$ cat src/rtl/serial_pkg.sv
// Shared definitions for the serial datapath blocks (word collector, two's-complement FSM bench).
package serial_pkg;

  typedef enum logic {
    ST_COLLECT = 1'b0,
    ST_FULL    = 1'b1
  } collect_state_t;

  localparam int DEFAULT_WIDTH = 8;

endpackage

$ cat src/rtl/serial_word_collector_if.sv
// Serial-in / parallel-out handshake bundle for serial_word_collector.
interface serial_word_collector_if
  import serial_pkg::*;
#(
  parameter int WIDTH = DEFAULT_WIDTH
);

  logic             in;
  logic             in_valid;
  logic             sof;
  logic             in_ready;
  logic [WIDTH-1:0] out_data;
  logic             out_valid;
  logic             out_ready;

  modport master (
    output in, in_valid, sof, out_ready,
    input  in_ready, out_data, out_valid
  );

  modport slave (
    input  in, in_valid, sof, out_ready,
    output in_ready, out_data, out_valid
  );

endinterface

$ cat src/rtl/serial_bit_counter.sv
// Modulo-WIDTH bit counter with sync clear, load-to-1 and a wrap flag on the last count.
module serial_bit_counter #(
  parameter  int WIDTH = 8,
  localparam int CNT_W = $clog2(WIDTH)
) (
  input  logic             clk,
  input  logic             rst,
  input  logic             inc,
  input  logic             load1,
  output logic [CNT_W-1:0] count,
  output logic             wrap
);

  localparam logic [CNT_W-1:0] LAST = CNT_W'(WIDTH - 1);

  // load1 wins over inc, so an abort never reports a wrap
  assign wrap = inc & ~load1 & (count == LAST);

  always_ff @(posedge clk) begin
    if (rst) begin
      count <= '0;
    end else if (load1) begin
      count <= CNT_W'(1);
    end else if (inc) begin
      count <= wrap ? '0 : count + 1'b1;
    end
  end

endmodule

$ cat src/rtl/serial_word_collector.sv
// LSB-first bit-serial to WIDTH-bit parallel converter with a one-word skid.
// Optional COLLECTOR_ERR_EN adds err_abort pulse and saturating abort_cnt outputs.
module serial_word_collector
  import serial_pkg::*;
#(
  parameter  int WIDTH = DEFAULT_WIDTH,
  localparam int CNT_W = $clog2(WIDTH)
) (
  input  logic                  clk,
  input  logic                  rst,
  serial_word_collector_if.slave bus
`ifdef COLLECTOR_ERR_EN
  ,
  output logic                  err_abort,
  output logic [7:0]            abort_cnt
`endif
);

  collect_state_t   state;
  logic [WIDTH-1:0] shreg;
  logic [WIDTH-1:0] word;
  logic [CNT_W-1:0] count;
  logic             accept;
  logic             abort;
  logic             wrap;

  assign accept = bus.in_valid & bus.in_ready;
  assign abort  = accept & bus.sof & (count != '0);
  assign word   = {bus.in, shreg[WIDTH-1:1]};

  serial_bit_counter #(
    .WIDTH (WIDTH)
  ) u_bit_counter (
    .clk   (clk),
    .rst   (rst),
    .inc   (accept),
    .load1 (abort),
    .count (count),
    .wrap  (wrap)
  );

  // shreg doubles as the skid slot: in FULL it holds the parked word and no bits are accepted
  always_ff @(posedge clk) begin
    if (rst) begin
      state         <= ST_COLLECT;
      shreg         <= '0;
      bus.in_ready  <= 1'b1;
      bus.out_data  <= '0;
      bus.out_valid <= 1'b0;
    end else begin
      if (bus.out_valid && bus.out_ready) begin
        bus.out_valid <= 1'b0;
      end
      case (state)
        ST_COLLECT: begin
          if (accept) begin
            shreg <= word;
            if (wrap) begin
              if (!bus.out_valid || bus.out_ready) begin
                bus.out_data  <= word;
                bus.out_valid <= 1'b1;
              end else begin
                state        <= ST_FULL;
                bus.in_ready <= 1'b0;
              end
            end
          end
        end
        ST_FULL: begin
          if (bus.out_ready) begin
            bus.out_data  <= shreg;
            bus.out_valid <= 1'b1;
            state         <= ST_COLLECT;
            bus.in_ready  <= 1'b1;
          end
        end
        default: begin
          state        <= ST_COLLECT;
          bus.in_ready <= 1'b1;
        end
      endcase
    end
  end

`ifdef COLLECTOR_ERR_EN
  always_ff @(posedge clk) begin
    if (rst) begin
      err_abort <= 1'b0;
      abort_cnt <= '0;
    end else begin
      err_abort <= abort;
      if (abort && abort_cnt != 8'hFF) begin
        abort_cnt <= abort_cnt + 8'd1;
      end
    end
  end
`endif

endmodule

$ cat src/flat_wrapper.sv
// flat-port wrapper written by rule: the top's interface ports become plain ports
module serial_word_collector_flat import serial_pkg::*;
#(
  parameter  int WIDTH = DEFAULT_WIDTH,
  localparam int CNT_W = $clog2(WIDTH)
)
  (clk, rst, bus_in, bus_in_valid, bus_sof, bus_out_ready, bus_in_ready, bus_out_data, bus_out_valid);
  serial_word_collector_if #(.WIDTH(WIDTH)) bus_i ();
  input  logic clk;
  input  logic rst;
  input wire logic [$bits(bus_i.in)-1:0] bus_in;
  input wire logic [$bits(bus_i.in_valid)-1:0] bus_in_valid;
  input wire logic [$bits(bus_i.sof)-1:0] bus_sof;
  input wire logic [$bits(bus_i.out_ready)-1:0] bus_out_ready;
  output wire logic [$bits(bus_i.in_ready)-1:0] bus_in_ready;
  output wire logic [$bits(bus_i.out_data)-1:0] bus_out_data;
  output wire logic [$bits(bus_i.out_valid)-1:0] bus_out_valid;
  assign bus_i.in = bus_in;
  assign bus_i.in_valid = bus_in_valid;
  assign bus_i.sof = bus_sof;
  assign bus_i.out_ready = bus_out_ready;
  assign bus_in_ready = bus_i.in_ready;
  assign bus_out_data = bus_i.out_data;
  assign bus_out_valid = bus_i.out_valid;
  serial_word_collector #(.WIDTH(WIDTH)) u_core (.clk(clk), .rst(rst), .bus(bus_i));
endmodule
$ cat config.mk
export PLATFORM = sky130hd
export DESIGN_NAME = serial_word_collector_flat
export DESIGN_NICKNAME = d
export VERILOG_FILES = /design/src/rtl/serial_pkg.sv /design/src/rtl/serial_word_collector_if.sv /design/src/rtl/serial_bit_counter.sv /design/src/rtl/serial_word_collector.sv /design/src/flat_wrapper.sv
export SDC_FILE = /design/constraint.sdc
export NUM_CORES = 1
export LEC_CHECK = 0
export BUFFER_PORTS_ARGS = -buffer_cell sky130_fd_sc_hd__buf_2
export CAP_MARGIN = 20
export CORE_AREA = 10 10 77 79
export CTS_BUF_LIST = sky130_fd_sc_hd__clkbuf_8
export CTS_CLUSTER_DIAMETER = 30
export CTS_CLUSTER_SIZE = 24
export DETAILED_ROUTE_END_ITERATION = 10
export DIE_AREA = 0 0 87 89
export PLACE_DENSITY = 0.4
export RECOVER_POWER = 100
export SETUP_SLACK_MARGIN = 0.3
export SYNTH_ARGS = -nofsm -noshare
export SYNTH_HDL_FRONTEND = slang
export SYNTH_SLANG_ARGS = --single-unit
$ cat constraint.sdc
create_clock -name clk -period 1.65 [get_ports clk]
set_input_delay 0.4125 -clock clk [delete_from_list [all_inputs] [get_ports clk]]
set_output_delay 0.4125 -clock clk [all_outputs]
set_load 0.02 [all_outputs]
# Yosys cells after proc, flatten, opt, wreduce, memory -nomap -nowiden
# Cells that the tools add are included.
# classes
eq_ne	6
mux	24
add_sub_neg	1
reduce_logical	9
bitwise_logic	7
# ops
op	n
$mux W8	4
$pmux W8 S2	1
$mux W1	15
$reduce_and A4 Y1	2
$ne A2 B2 Y1 const B	3
$pmux W1 S2	3
$and A1 B1 Y1	5
$ne A2 B1 Y1 const B	2
$add A3 B1 Y3 const B	1
$eq A3 B3 Y1 const B	1
$mux W3	1
$reduce_bool A3 Y1	1
$not A1 Y1	2
$reduce_and A2 Y1	1
$reduce_bool A2 Y1	1
$reduce_or A2 Y1	1
$logic_and A1 B1 Y1	1
$logic_not A1 Y1	1
$logic_or A1 B1 Y1	1
# totals
word_cells	54
register_bits	22

# Depth between registers and ports, before layout
# logic_depth
ltp_word	9
mapped_depth	7
ltp_nobuf	6

# Modules after synthesis
# A second synthesis with hierarchy kept.
# unflattened
cells_unflattened	102
hier_area_um2	1008.5
# by_module_without_submodules
mod	area_each_um2	instances	seq_area_each_um2	cells_each
serial_word_collector	855.8	1	380.4	87
serial_bit_counter	152.6	1	60.1	15

# Worst setup path before layout
# Ideal clock, no wire load.
# synth_path
kind	reg-to-reg
startpoint	reg u_core.u_bit_counter.count[0]
endpoint	reg u_core.bus.in_ready
arrival_ns	1.411
setup_slack_ns	0.112
t_required_ns	1.523
setup_time_ns	0.127
synth_period_minus_slack_ns	1.538
path_stages_with_launch	7
cell_sequence	dfxtp_1 > inv_1 > ha_1 > nand2b_4 > a211oi_4 > a21oi_2 > or3_1
# synth_between
elab_chain_len	7
word_cells_on_any_way	8
classes_between	eq/ne (2); bitwise (4); reduce/logical (2)
# synth_lines
element	line_no	text
start: declaration	serial_bit_counter.sv:10	output logic [CNT_W-1:0] count,
start signal: assignment	serial_bit_counter.sv:25	count <= wrap ? '0 : count + 1'b1;
$reduce_bool A3 Y1	serial_word_collector.sv:28	assign abort = accept & bus.sof & (count != '0);
$and A1 B1 Y1	serial_word_collector.sv:28	
$not A1 Y1	serial_bit_counter.sv:17	assign wrap = inc & ~load1 & (count == LAST);
$and A1 B1 Y1	serial_bit_counter.sv:17	
$and A1 B1 Y1 *	serial_bit_counter.sv:17	
$ne A2 B2 Y1 (no line) *	--	
$reduce_and A4 Y1 (no line) *	--	
end signal: assignment	serial_word_collector.sv:47	bus.in_ready <= 1'b1;
end signal: assignment	serial_word_collector.sv:64	bus.in_ready <= 1'b0;
end signal: assignment	serial_word_collector.sv:74	bus.in_ready <= 1'b1;
end: declaration	serial_word_collector_if.sv:23	output in_ready, out_data, out_valid
# Mark *: on every way between the ends. The rest lies on a longest branch, timed or not.
# A chain may end at the register's enable or synchronous reset.

# Worst setup path after layout
# Ends and elaborated chain as after synthesis.

==> qor_table.md <==
| Metric | Value | Unit |
|---|---|---|
| Count of pins on the block boundary | 16 | - |
| Worst Reg2Reg Path Length in Cells | 6 | - |
| Post-synthesis cell area | 0.00108 | mm² |
| PD cells | 727 | mW/mm² |
| Overall global routing resource usage | 0.0739 | - |
| Leakage power | 0.000473 | µW |
| Initial Utilization | 0.238 | - |
| Number of synthesized register bits | 22 | - |
| Number of buffers created by CTS | 3 | - |
| Capturing point of the worst reg2reg path | u_core.bus.in_ready$_SDFFE_PP1P_ | - |
| DRC violations left | 0 | - |
| Kind of critical path | flop to flop | - |
| Hold Vio Cnt, Final | 0 | - |
| Global routing usage on met2 | 0.125 | - |
| Launch instance of the worst register-to-register path | u_core.u_bit_counter.count[0]$_SDFFE_PP0P_ | - |
| Req. time, crit path | 1790 | ps |
| CTS clk-pin slew, worst paths | 80 | ps |
| Synthesized netlist cell count | 116 | - |
| H-tree Lvls | 1 | - |
| Max frequency | 0.668 | GHz |
| GR Layer Usage met1 | 0.0884 | - |
| Sequential element share of the synthesized area | 0.409 | - |
| Setup Viol. Count Final | 0 | - |
| Port Buf Inserts | 15 | - |
| Data arrival time of the worst path | 1640 | ps |
| Setup repair after global routing missed its margin | true | - |
| Detailed-router iteration count before antenna repair | 4 | - |
| Placed Instances | 186 | - |
| Worst setup path startpoint | u_core.u_bit_counter.count[0]$_SDFFE_PP0P_ | - |
| Max-slew violation count | 0 | - |
| Crit Path Max Fanout | 3 | - |
| Number of routed nets with antenna violations | 0 | - |
| Final design utilization | 0.291 | - |
| R2R setup slack | 150 | ps |
| Leading cell type in the layout, fill and taps excluded | sky130_fd_sc_hd__dfxtp_1 | - |
| Net count of the mapped netlist | 125 | - |
| Gpl congestion | 0.730 | - |
| Peak-usage layer in the global routing report | met2 | - |
| Setup TNS after final layout | 0 | ps |
| Site row count | 25 | - |
| Min Clock Period, post-route | 1500 | ps |
| Wire length of the first global-routing pass | 4560 | µm |
| Normalized max-slew margin | 0.584 | - |
| CTS Root Buffer Type | sky130_fd_sc_hd__clkbuf_8 | - |
| Signed area change from the synthesized netlist to the final layout | 22.6 | % |
| Area taken by flip-flops and latches | 450 | µm² |
| Number of max-capacitance violations reported | 0 | - |
| Clock latency on the worst-skew pair | 260 | ps |
| Fill cell count | 479 | - |
| Kind of start point of the critical path | flop | - |
| Die span in x | 87 | µm |
| Post-synthesis cell type count | 28 | - |
| Peak supply drop | 0.237 | mV |
| Transition time at the pin with the least slew margin | 624 | ps |
| Avg WL per Cell | 14.5 | µm |
| Total number of vias | 928 | - |
| Count of synthesis-stage warnings from yosys | 0 | - |
| Hold buffer count at CTS | 0 | - |
| Core Box Area | 0.00454 | mm² |
| CTS tree | built | - |
| Count of routing violations after the opening detailed-route iteration | 33 | - |
| Critical path endpoint category | flop | - |
| Number of global-route vias before repair | 930 | - |
| Capturing element of the worst setup path | u_core.bus.in_ready$_SDFFE_PP1P_ | - |
| Chip height | 89 | µm |
| Largest clock skew in the final design | 2.76 | ps |
| Fraction of layout cells with a size suffix above 1 | 0.265 | - |
| Avg Cell Area, Syn | 9.29 | µm² |
| Maximum number of pins on one net before global-route repair | 21 | - |
| Deepest clock path buffer count | 2 | - |
| Final-stage net count | 147 | - |
| Result of the run | finished, final reports clean | - |
| Die Outline Area | 0.00774 | mm² |
| Final std cells w/o fill | 190 | - |
| Share of the clock period used by the worst path | 0.908 | - |
| Antenna diode instance count | 0 | - |
| Antenna violations before repair | 0 | - |
| Clk sinks | 22 | - |
| Total wirelength of the detailed-routed design | 2750 | µm |
| Area of the multi-input gates | 602 | µm² |
| Half-perimeter wire length after placement | 2010 | µm |
| Met3 demand-to-capacity share in global routing | 0.0191 | - |
| Worst hold-check path type | input port to flop | - |
| Commonest cells after routing, fill and taps aside | sky130_fd_sc_hd__dfxtp_1 (18), sky130_fd_sc_hd__nor2_1 (14), sky130_fd_sc_hd__clkbuf_1 (11) | - |
| Vias per cell | 4.88 | - |
| Global-route congestion overflow total | 0 | - |
-- registers in the layout, indices dropped and copies added, names as in the netlist --
signal / flops
u_core.bus.out_data: 8
u_core.shreg: 8
u_core.u_bit_counter.count: 3
u_core.bus.in_ready: 1
u_core.bus.out_valid: 1
u_core.state: 1
-- per-layer routing --
metal	share of wire	vias up
li1	-	464
met1	0.47	447
met2	0.49	15
met3	0.036	2
met4	0.0051	0
met5	0	-
-- report_power, final --
part           internal [µW]  total, µW  switching, µW
clock network            163        332            169
registers                537        547           9.55
logic                   32.9       82.4           49.6
total                    733        961            228
-- cell type report --
class,count,share of cell area
inverter,4,0.0170
timing repair buffer,25,0.104
clock buffer,3,0.0312
tap,54,0.0511
multi-input combinational,82,0.455
sequential,22,0.341
-- worst min-delay path by stage --
stage                                      start  cells after the start  slack, ps                                  end
floorplan           u_core.shreg[0]$_SDFFE_PP0P_                      2        460         u_core.shreg[0]$_SDFFE_PP0P_
global placement    u_core.shreg[0]$_SDFFE_PP0P_                      2        490         u_core.shreg[0]$_SDFFE_PP0P_
detailed placement  u_core.shreg[0]$_SDFFE_PP0P_                      2        500         u_core.shreg[0]$_SDFFE_PP0P_
CTS                                       bus_in                      3        400  u_core.bus.out_data[7]$_SDFFE_PP0P_
global route                                 rst                      2        400         u_core.shreg[4]$_SDFFE_PP0P_
finish                                    bus_in                      3        400  u_core.bus.out_data[7]$_SDFFE_PP0P_
-- critical path, stage by stage (launching register included) --
cell                       delay, ps
sky130_fd_sc_hd__dfxtp_4         370
sky130_fd_sc_hd__inv_4            50
sky130_fd_sc_hd__ha_1            140
sky130_fd_sc_hd__nand2b_2         80
sky130_fd_sc_hd__a211oi_4        320
sky130_fd_sc_hd__a21oi_2          90
sky130_fd_sc_hd__or3_1           330
-- kinds of logic after synthesis --
kind of cell	share of synthesized area
and+or+nand+nor	0.185
DFF	0.409
AOI/OAI and AO/OA	0.194
buffers and inverters	0.0511
muxes	0.127
adders and majority gates	0.0348
-- repair_timing --
item / CTS / global route
gates resized for setup: 0 / 7
gates cloned: 0 / 0
setup endpoints to repair: 11 / 12
setup buffers: 0 / 1
-- cells in the mapped netlist, drive strengths merged --
| library cell | n | share of area |
|---|---|---|
| nand2b | 2 | 0.019 |
| dfxtp | 22 | 0.41 |
| a221oi | 1 | 0.0081 |
| nand3 | 8 | 0.037 |
| nor2b | 1 | 0.0058 |
| mux2i | 8 | 0.074 |
| or3 | 1 | 0.0058 |
| a21oi | 4 | 0.022 |
| ha | 3 | 0.035 |
| a22oi | 6 | 0.042 |
| inv | 4 | 0.014 |
| nor3b | 1 | 0.0070 |
| a31oi | 1 | 0.0058 |
| o221ai | 8 | 0.065 |
| a211oi | 1 | 0.019 |
| nor2 | 14 | 0.049 |
| a32oi | 4 | 0.033 |
| nor3 | 2 | 0.014 |
| nand3b | 1 | 0.0070 |
| nand2 | 11 | 0.041 |
| buf | 4 | 0.023 |
| clkbuf | 4 | 0.014 |
| mux2 | 5 | 0.052 |
-- per-stage QoR --
step	total power [µW]	worst slack [ps]	area (µm²)	hold slack [ps]
global placement	649	178	1290	489
global route	1010	73.6	1320	403
detailed placement	651	170	1290	503
CTS	988	176	1330	400
finish	961	153	1320	400
floorplan	618	170	1120	458
No activity file was read; power rests on OpenSTA's default activity.
